`src/rtl/mdu_sequencer.sv`:
```
// mdu_sequencer -- multi-cycle multiply/divide sequencer for the execute stage.
//
// Runs a 32-iteration shift-add multiply or restoring divide. It does not own
// an adder: every add/subtract step goes through the shared pipeline ALU via
// ALUCode/ALU_A/ALU_B, and the result comes back combinationally on ALUResult
// in the same cycle.
//
// Optional feature macro: MDU_SIGNED_EN
//   defined   -> op[1]=1 selects signed operation. Operands are converted to
//                magnitudes at start, and one extra FIX cycle applies the signs.
//   undefined -> op[1] is ignored, the FIX state does not exist, and all
//                operations are unsigned.
//
// Ports
//   clk, rst_n    clock (rising edge), asynchronous active-low reset
//   start         request pulse, only looked at in IDLE
//   op[1:0]       op[0]: 0=multiply 1=divide; op[1]: signed (macro only)
//   SrcA, SrcB    multiplicand/dividend, multiplier/divisor
//   busy          high from the cycle after acceptance through the DONE cycle
//   done          one-cycle pulse; Hi/Lo are valid from then until next start
//   div_by_zero   set with done for a divide whose SrcB was 0
//   Hi, Lo        product[63:32]/remainder, product[31:0]/quotient
//   ALUCode       to shared ALU: 4'b0000 add, 4'b0001 sub
//   ALU_A, ALU_B  shared ALU operands (zero and add outside MUL/DIV)
//   ALUResult     combinational result of the shared ALU
//   o_state       debug view of the FSM state register
//
// Handshake: start is a request that is accepted on any rising edge where the
// FSM is in IDLE. There is no ready output; busy=1 means a request would be
// dropped. Acceptance is answered by exactly one done pulse (the last busy
// cycle), after which the block is back in IDLE.

module mdu_sequencer #(
  parameter int XLEN = 32,
  parameter int ITER = 32
) (
  input  logic            clk,
  input  logic            rst_n,
  input  logic            start,
  input  logic [1:0]      op,
  input  logic [XLEN-1:0] SrcA,
  input  logic [XLEN-1:0] SrcB,
  output logic            busy,
  output logic            done,
  output logic            div_by_zero,
  output logic [XLEN-1:0] Hi,
  output logic [XLEN-1:0] Lo,
  output logic [3:0]      ALUCode,
  output logic [XLEN-1:0] ALU_A,
  output logic [XLEN-1:0] ALU_B,
  input  logic [XLEN-1:0] ALUResult,
  output logic [2:0]      o_state
);

  localparam int              CW      = $clog2(ITER);
  localparam logic [CW-1:0]   LAST    = CW'(ITER - 1);
  localparam logic [3:0]      ALU_ADD = 4'b0000;
  localparam logic [3:0]      ALU_SUB = 4'b0001;

`ifdef MDU_SIGNED_EN
  typedef enum logic [2:0] {
    S_IDLE = 3'd0,
    S_MUL  = 3'd1,
    S_DIV  = 3'd2,
    S_FIX  = 3'd3,
    S_DONE = 3'd4
  } state_t;
`else
  typedef enum logic [2:0] {
    S_IDLE = 3'd0,
    S_MUL  = 3'd1,
    S_DIV  = 3'd2,
    S_DONE = 3'd4
  } state_t;
`endif

  state_t          r_state;
  logic [CW-1:0]   r_cnt;
  logic [XLEN-1:0] r_hi;
  logic [XLEN-1:0] r_lo;
  logic [XLEN-1:0] r_opnd;   // M for multiply, D for divide
  logic            r_dbz;

  logic [XLEN-1:0] w_a_mag;
  logic [XLEN-1:0] w_b_mag;
  logic            w_carry;
  logic [XLEN-1:0] w_t;
  logic            w_sub_ok;
  state_t          w_after_last;

`ifdef MDU_SIGNED_EN
  logic r_sgn;
  logic r_sa;
  logic r_sb;
  logic r_div;

  // Signed mode works on magnitudes; the signs are reapplied in FIX.
  assign w_a_mag      = (op[1] & SrcA[XLEN-1]) ? -SrcA : SrcA;
  assign w_b_mag      = (op[1] & SrcB[XLEN-1]) ? -SrcB : SrcB;
  assign w_after_last = r_sgn ? S_FIX : S_DONE;
`else
  logic w_unused_op1;

  assign w_unused_op1 = op[1];
  assign w_a_mag      = SrcA;
  assign w_b_mag      = SrcB;
  assign w_after_last = S_DONE;
`endif

  // Multiply: the ALU sum wrapped exactly when it came out below Hi, which is
  // the carry into bit 64 of the partial product.
  assign w_carry  = (ALUResult < r_hi);

  // Divide: the partial remainder s = {Hi, Lo[31]} is 33 bits; t is its low
  // word. If s[32] is set, s is certainly >= D and the wrapped 32-bit ALU
  // difference is the correct new remainder.
  assign w_t      = {r_hi[XLEN-2:0], r_lo[XLEN-1]};
  assign w_sub_ok = r_hi[XLEN-1] | (w_t >= r_opnd);

  always_comb begin
    ALUCode = ALU_ADD;
    ALU_A   = '0;
    ALU_B   = '0;
    case (r_state)
      S_MUL: begin
        ALUCode = ALU_ADD;
        ALU_A   = r_hi;
        ALU_B   = r_opnd;
      end
      S_DIV: begin
        ALUCode = ALU_SUB;
        ALU_A   = w_t;
        ALU_B   = r_opnd;
      end
      default: ;
    endcase
  end

  always_ff @(posedge clk or negedge rst_n) begin
    if (!rst_n) begin
      r_state <= S_IDLE;
      r_cnt   <= '0;
      r_hi    <= '0;
      r_lo    <= '0;
      r_opnd  <= '0;
      r_dbz   <= 1'b0;
`ifdef MDU_SIGNED_EN
      r_sgn   <= 1'b0;
      r_sa    <= 1'b0;
      r_sb    <= 1'b0;
      r_div   <= 1'b0;
`endif
    end else begin
      case (r_state)
        S_IDLE: begin
          if (start) begin
            r_cnt <= '0;
            r_dbz <= 1'b0;
`ifdef MDU_SIGNED_EN
            r_sgn <= op[1];
            r_sa  <= op[1] & SrcA[XLEN-1];
            r_sb  <= op[1] & SrcB[XLEN-1];
            r_div <= op[0];
`endif
            if (op[0] && (SrcB == '0)) begin
              // Divide by zero skips iteration and FIX; dividend goes to Hi raw.
              r_hi    <= SrcA;
              r_lo    <= '1;
              r_dbz   <= 1'b1;
              r_state <= S_DONE;
            end else begin
              r_opnd  <= w_b_mag;
              r_lo    <= w_a_mag;
              r_hi    <= '0;
              r_state <= op[0] ? S_DIV : S_MUL;
            end
          end
        end
        S_MUL: begin
          if (r_lo[0]) {r_hi, r_lo} <= {w_carry, ALUResult, r_lo[XLEN-1:1]};
          else         {r_hi, r_lo} <= {1'b0, r_hi, r_lo[XLEN-1:1]};
          r_cnt <= r_cnt + 1'b1;
          if (r_cnt == LAST) r_state <= w_after_last;
        end
        S_DIV: begin
          if (w_sub_ok) begin
            r_hi <= ALUResult;
            r_lo <= {r_lo[XLEN-2:0], 1'b1};
          end else begin
            r_hi <= w_t;
            r_lo <= {r_lo[XLEN-2:0], 1'b0};
          end
          r_cnt <= r_cnt + 1'b1;
          if (r_cnt == LAST) r_state <= w_after_last;
        end
`ifdef MDU_SIGNED_EN
        S_FIX: begin
          // Quotient sign is sa^sb; remainder takes the dividend's sign.
          if (r_div) begin
            if (r_sa ^ r_sb) r_lo <= -r_lo;
            if (r_sa)        r_hi <= -r_hi;
          end else if (r_sa ^ r_sb) begin
            {r_hi, r_lo} <= -{r_hi, r_lo};
          end
          r_state <= S_DONE;
        end
`endif
        S_DONE:  r_state <= S_IDLE;
        default: r_state <= S_IDLE;
      endcase
    end
  end

  assign busy        = (r_state != S_IDLE);
  assign done        = (r_state == S_DONE);
  assign div_by_zero = r_dbz;
  assign Hi          = r_hi;
  assign Lo          = r_lo;
  assign o_state     = r_state;

endmodule

```
`config.mk`:
```
export PLATFORM = sky130hd
export DESIGN_NAME = mdu_sequencer
export DESIGN_NICKNAME = d
export VERILOG_FILES = /design/src/rtl/mdu_sequencer.sv
export SDC_FILE = /design/constraint.sdc
export NUM_CORES = 1
export LEC_CHECK = 0
export ABC_AREA = 1
export BUFFER_PORTS_ARGS = -buffer_cell sky130_fd_sc_hd__clkbuf_2
export CAP_MARGIN = 40
export CELL_PAD_IN_SITES_DETAIL_PLACEMENT = 1
export CELL_PAD_IN_SITES_GLOBAL_PLACEMENT = 1
export CORE_MARGIN = 1.5
export CORE_UTILIZATION = 40
export CTS_BUF_LIST = sky130_fd_sc_hd__clkbuf_8 sky130_fd_sc_hd__clkbuf_16
export DETAILED_ROUTE_END_ITERATION = 10
export MAX_ROUTING_LAYER = met4
export PLACE_DENSITY = 0.91
export RECOVER_POWER = 25
export REMOVE_ABC_BUFFERS = 1
export SYNTH_ARGS = -nofsm -noshare
export SYNTH_HDL_FRONTEND = slang
export SYNTH_SLANG_ARGS = --single-unit
export TNS_END_PERCENT = 30
```
`constraint.sdc`:
```
create_clock -name clk -period 4.35 [get_ports clk]
set_input_delay 0.2175 -clock clk [delete_from_list [all_inputs] [get_ports clk]]
set_output_delay 0.2175 -clock clk [all_outputs]
set_load 0.02 [all_outputs]
```
==> impl_metrics.toml <==
[place]
gp_congestion = 0.860
hpwl_um = 22100
numPortBuffers = 234
dpl_worst_slack_ps = 1230
place_area_um2 = 9350

[setup_path]
arrival_ps = 3470
crit_required_ps = 4600
cp_max_fo = 33
r2r_setup_slack_ps = 1120
critPathKind = "reg2reg"
start_kind = "flop"
worstSetupEndpointType = "flop"

[routing]
route.detailed.drc = 0
num_vias = 9218
wl_per_cell_um = 19.2
wl_um = 30900
drt_iter0_markers = 527
antenna_left = 0
routed_via_density = 5.74
dr.pass1.iters = 5

[sta]
timing.final.ws_setup_ps = 1120
final-hold-violation-count = 0
skew_ps = 14.7
min_period_ps = 3230
worst_pin_slew_ps = 1660
finalSetupViolCount = 0
fin_crit_sh_pct = 74.2
whs_ps = 82.9
final_max_slew_viol_count = 63
timing.fmax_ghz = 0.310
slew_headroom_pct = -10.4
rsz0062_at_grt = "no"

[cts]
cts_sinks = 105
cts_tree = "done"
path_clk_slew_ps = 80
post_cts_buffers = 0
postCtsHoldBufs = 1
clk_path_buf_depth = 2
root_buffer = "clkbuf_16"
insertion_delay_ps = 360
numCtsBuffers = 9
cts.htree.levels = 3
cts.repair.resized = 0

[floorplanning]
rows = 51
die_area_um2 = 20900
core_area_um2 = 19600
ioPinCount = 239
die_x_um = 145
dieHeight_um = 145
initial_core_util_pct = 40.9

[yosys]
synth-warning-count = 0
synth_fa_ha_area_share_pct = 10.1
synth_area_per_cell_um2 = 6.98
synthMuxAreaShare_pct = 0
synthSimpleGateAreaFrac_pct = 24.6
synth_area_um2 = 8020
syn-instance-count = 1150
synth_seq_cells = 105
yosysUniqueCellTypes = 34
synth_top_family_by_area = "simple AND/OR/NAND/NOR gates"
ys_seq_area_share_pct = 32.8
synth_xor_xnor_area_share_pct = 0
synth_compound_area_share_pct = 21.7

[cells_and_area]
fin_util_pct = 49.2
final_nets = 1502
fin_area_um2 = 9640
antenna_cells = 0
area_delta_synth_final_pct = 20.2
drive_gt1_share_pct = 20.2

[global_routing]
grt_pass1_wl_um = 48300
antenna_found_initial = 0
grt_usage_pct = 30.4
grt_max_degree = 68
grt_overflow_total = 0
grt_pass1_vias = 9155

[pwr]
p_leak_nw = 4.90
total_power_mw = 8.58
ir_worst_vdd_mv = 0.501
power_density_nw_per_um2 = 890

[min_path]
hp-class = "in2reg"

[status]
run_status = "finished, violations left"
violations = "max-capacitance violations, max-slew violations"

[run]
maxCapViolCount = 1
==> cell usage in the layout, fill, tap and decap left out, types with 2 or more instances in the layout <==
cell type,instances
nor3_1,3
clkbuf_2,223
nor4_1,11
conb_1,3
clkbuf_1,12
o21ai_0,87
inv_2,5
nor2_2,3
clkinvlp_4,2
o22ai_1,32
buf_4,12
ha_1,65
bufinv_16,2
a221oi_1,31
a22oi_1,2
nand2_2,5
buf_16,3
inv_1,119
clkbuf_16,9
o21ai_1,55
nor2_4,2
nand2_1,257
nor2_1,76
dfrtp_1,105
nand4_1,8
o21a_1,4
a21oi_1,95
nand3_1,98
==> synthesized netlist by cell type (all sizes together) <==
cell type / count / area, um2
conb: 1 / 3.75
a221oi: 31 / 272
nand3b: 1 / 20.0
inv: 124 / 465
nand2: 262 / 993
o22ai: 32 / 200
nor4: 11 / 68.8
nor2: 81 / 322
a21oi: 95 / 475
dfrtp: 105 / 2630
o21ai: 142 / 711
a211o: 1 / 8.76
buf: 44 / 263
clkinv: 1 / 8.76
nand4: 8 / 50.1
a22oi: 2 / 15.0
a22o: 1 / 8.76
ha: 65 / 813
nor3: 3 / 15.0
o31ai: 1 / 7.51
o21bai: 1 / 7.51
a21o: 1 / 7.51
nand3: 99 / 500
clkbuf: 34 / 128
o21a: 4 / 30.0
==> power breakdown <==
part	total (mW)	internal [mW]	switching (mW)
combinational	5.70	1.80	3.90
clock	0.930	0.518	0.412
sequential	1.95	1.46	0.486
total	8.58	3.78	4.80
==> state kept, by name (all words and copies together) (netlist names) <==
register,count
Hi,32
div_by_zero,1
r_cnt,5
r_opnd,32
Lo,32
o_state,3
==> logic make-up (layout without fill, tap and decap cells) <==
logic type	count (synthesis)	count (layout)
other cells	1	3
simple gates	465	465
fa+ha+maj	65	65
flops	105	105
buf+inv	203	391
compound gates	311	311
==> cell type report <==
type / count / area, um2
fill: 2639 / 9950
multi-input combinational: 844 / 4540
sequential: 105 / 2630
timing repair buffer: 251 / 1340
inverter: 125 / 474
tap: 265 / 332
clock buffer: 10 / 239
clock inverter: 5 / 80.1
==> stage by stage <==
stage / TNS [ps] / cells
6_report: 0 / 1605
5_1_grt: 0 / 1605
4_1_cts: 0 / 1605
3_5_place_dp: 0 / 1589
3_3_place_gp: 0 / 1585
2_1_floorplan: -17230 / 1074
==> worst paths after layout <==
path                           from         end  depth (start not counted)
hold / removal              SrcB[8]   r_opnd[8]                          3
setup / recovery              Hi[6]       Hi[0]                         15
min in group asynchronous     rst_n  o_state[2]                          2
hold reg to reg            r_cnt[0]    r_cnt[0]                          1
setup reg to reg              Hi[6]       Hi[0]                         15
max in group asynchronous     rst_n      Hi[26]                          4
==> critical path, stage by stage, from the launching register on <==
cell and delay (ps):
dfrtp_1 430, ha_1 340, a21o_1 170, nor2_1 110
nand3_1 180, nand2_1 100, nand2_1 100, nand2_1 80
buf_4 390, nand2_2 590, nand2_1 280, nand2_1 90
nand2_1 70, nand2_1 50, nand2_1 60, nand2_1 50
==> per-layer routing <==
layer	routed length, um	share of wire [%]	GRT usage (%)	vias up
met1	13900	45	40.5	4547
met4	592	1.9	9.41	0
met3	1790	5.8	2.68	44
met5	0	0	-	-
met2	14500	47	49.0	368
li1	-	-	-	4259
Power figures use the tool's default switching activity.
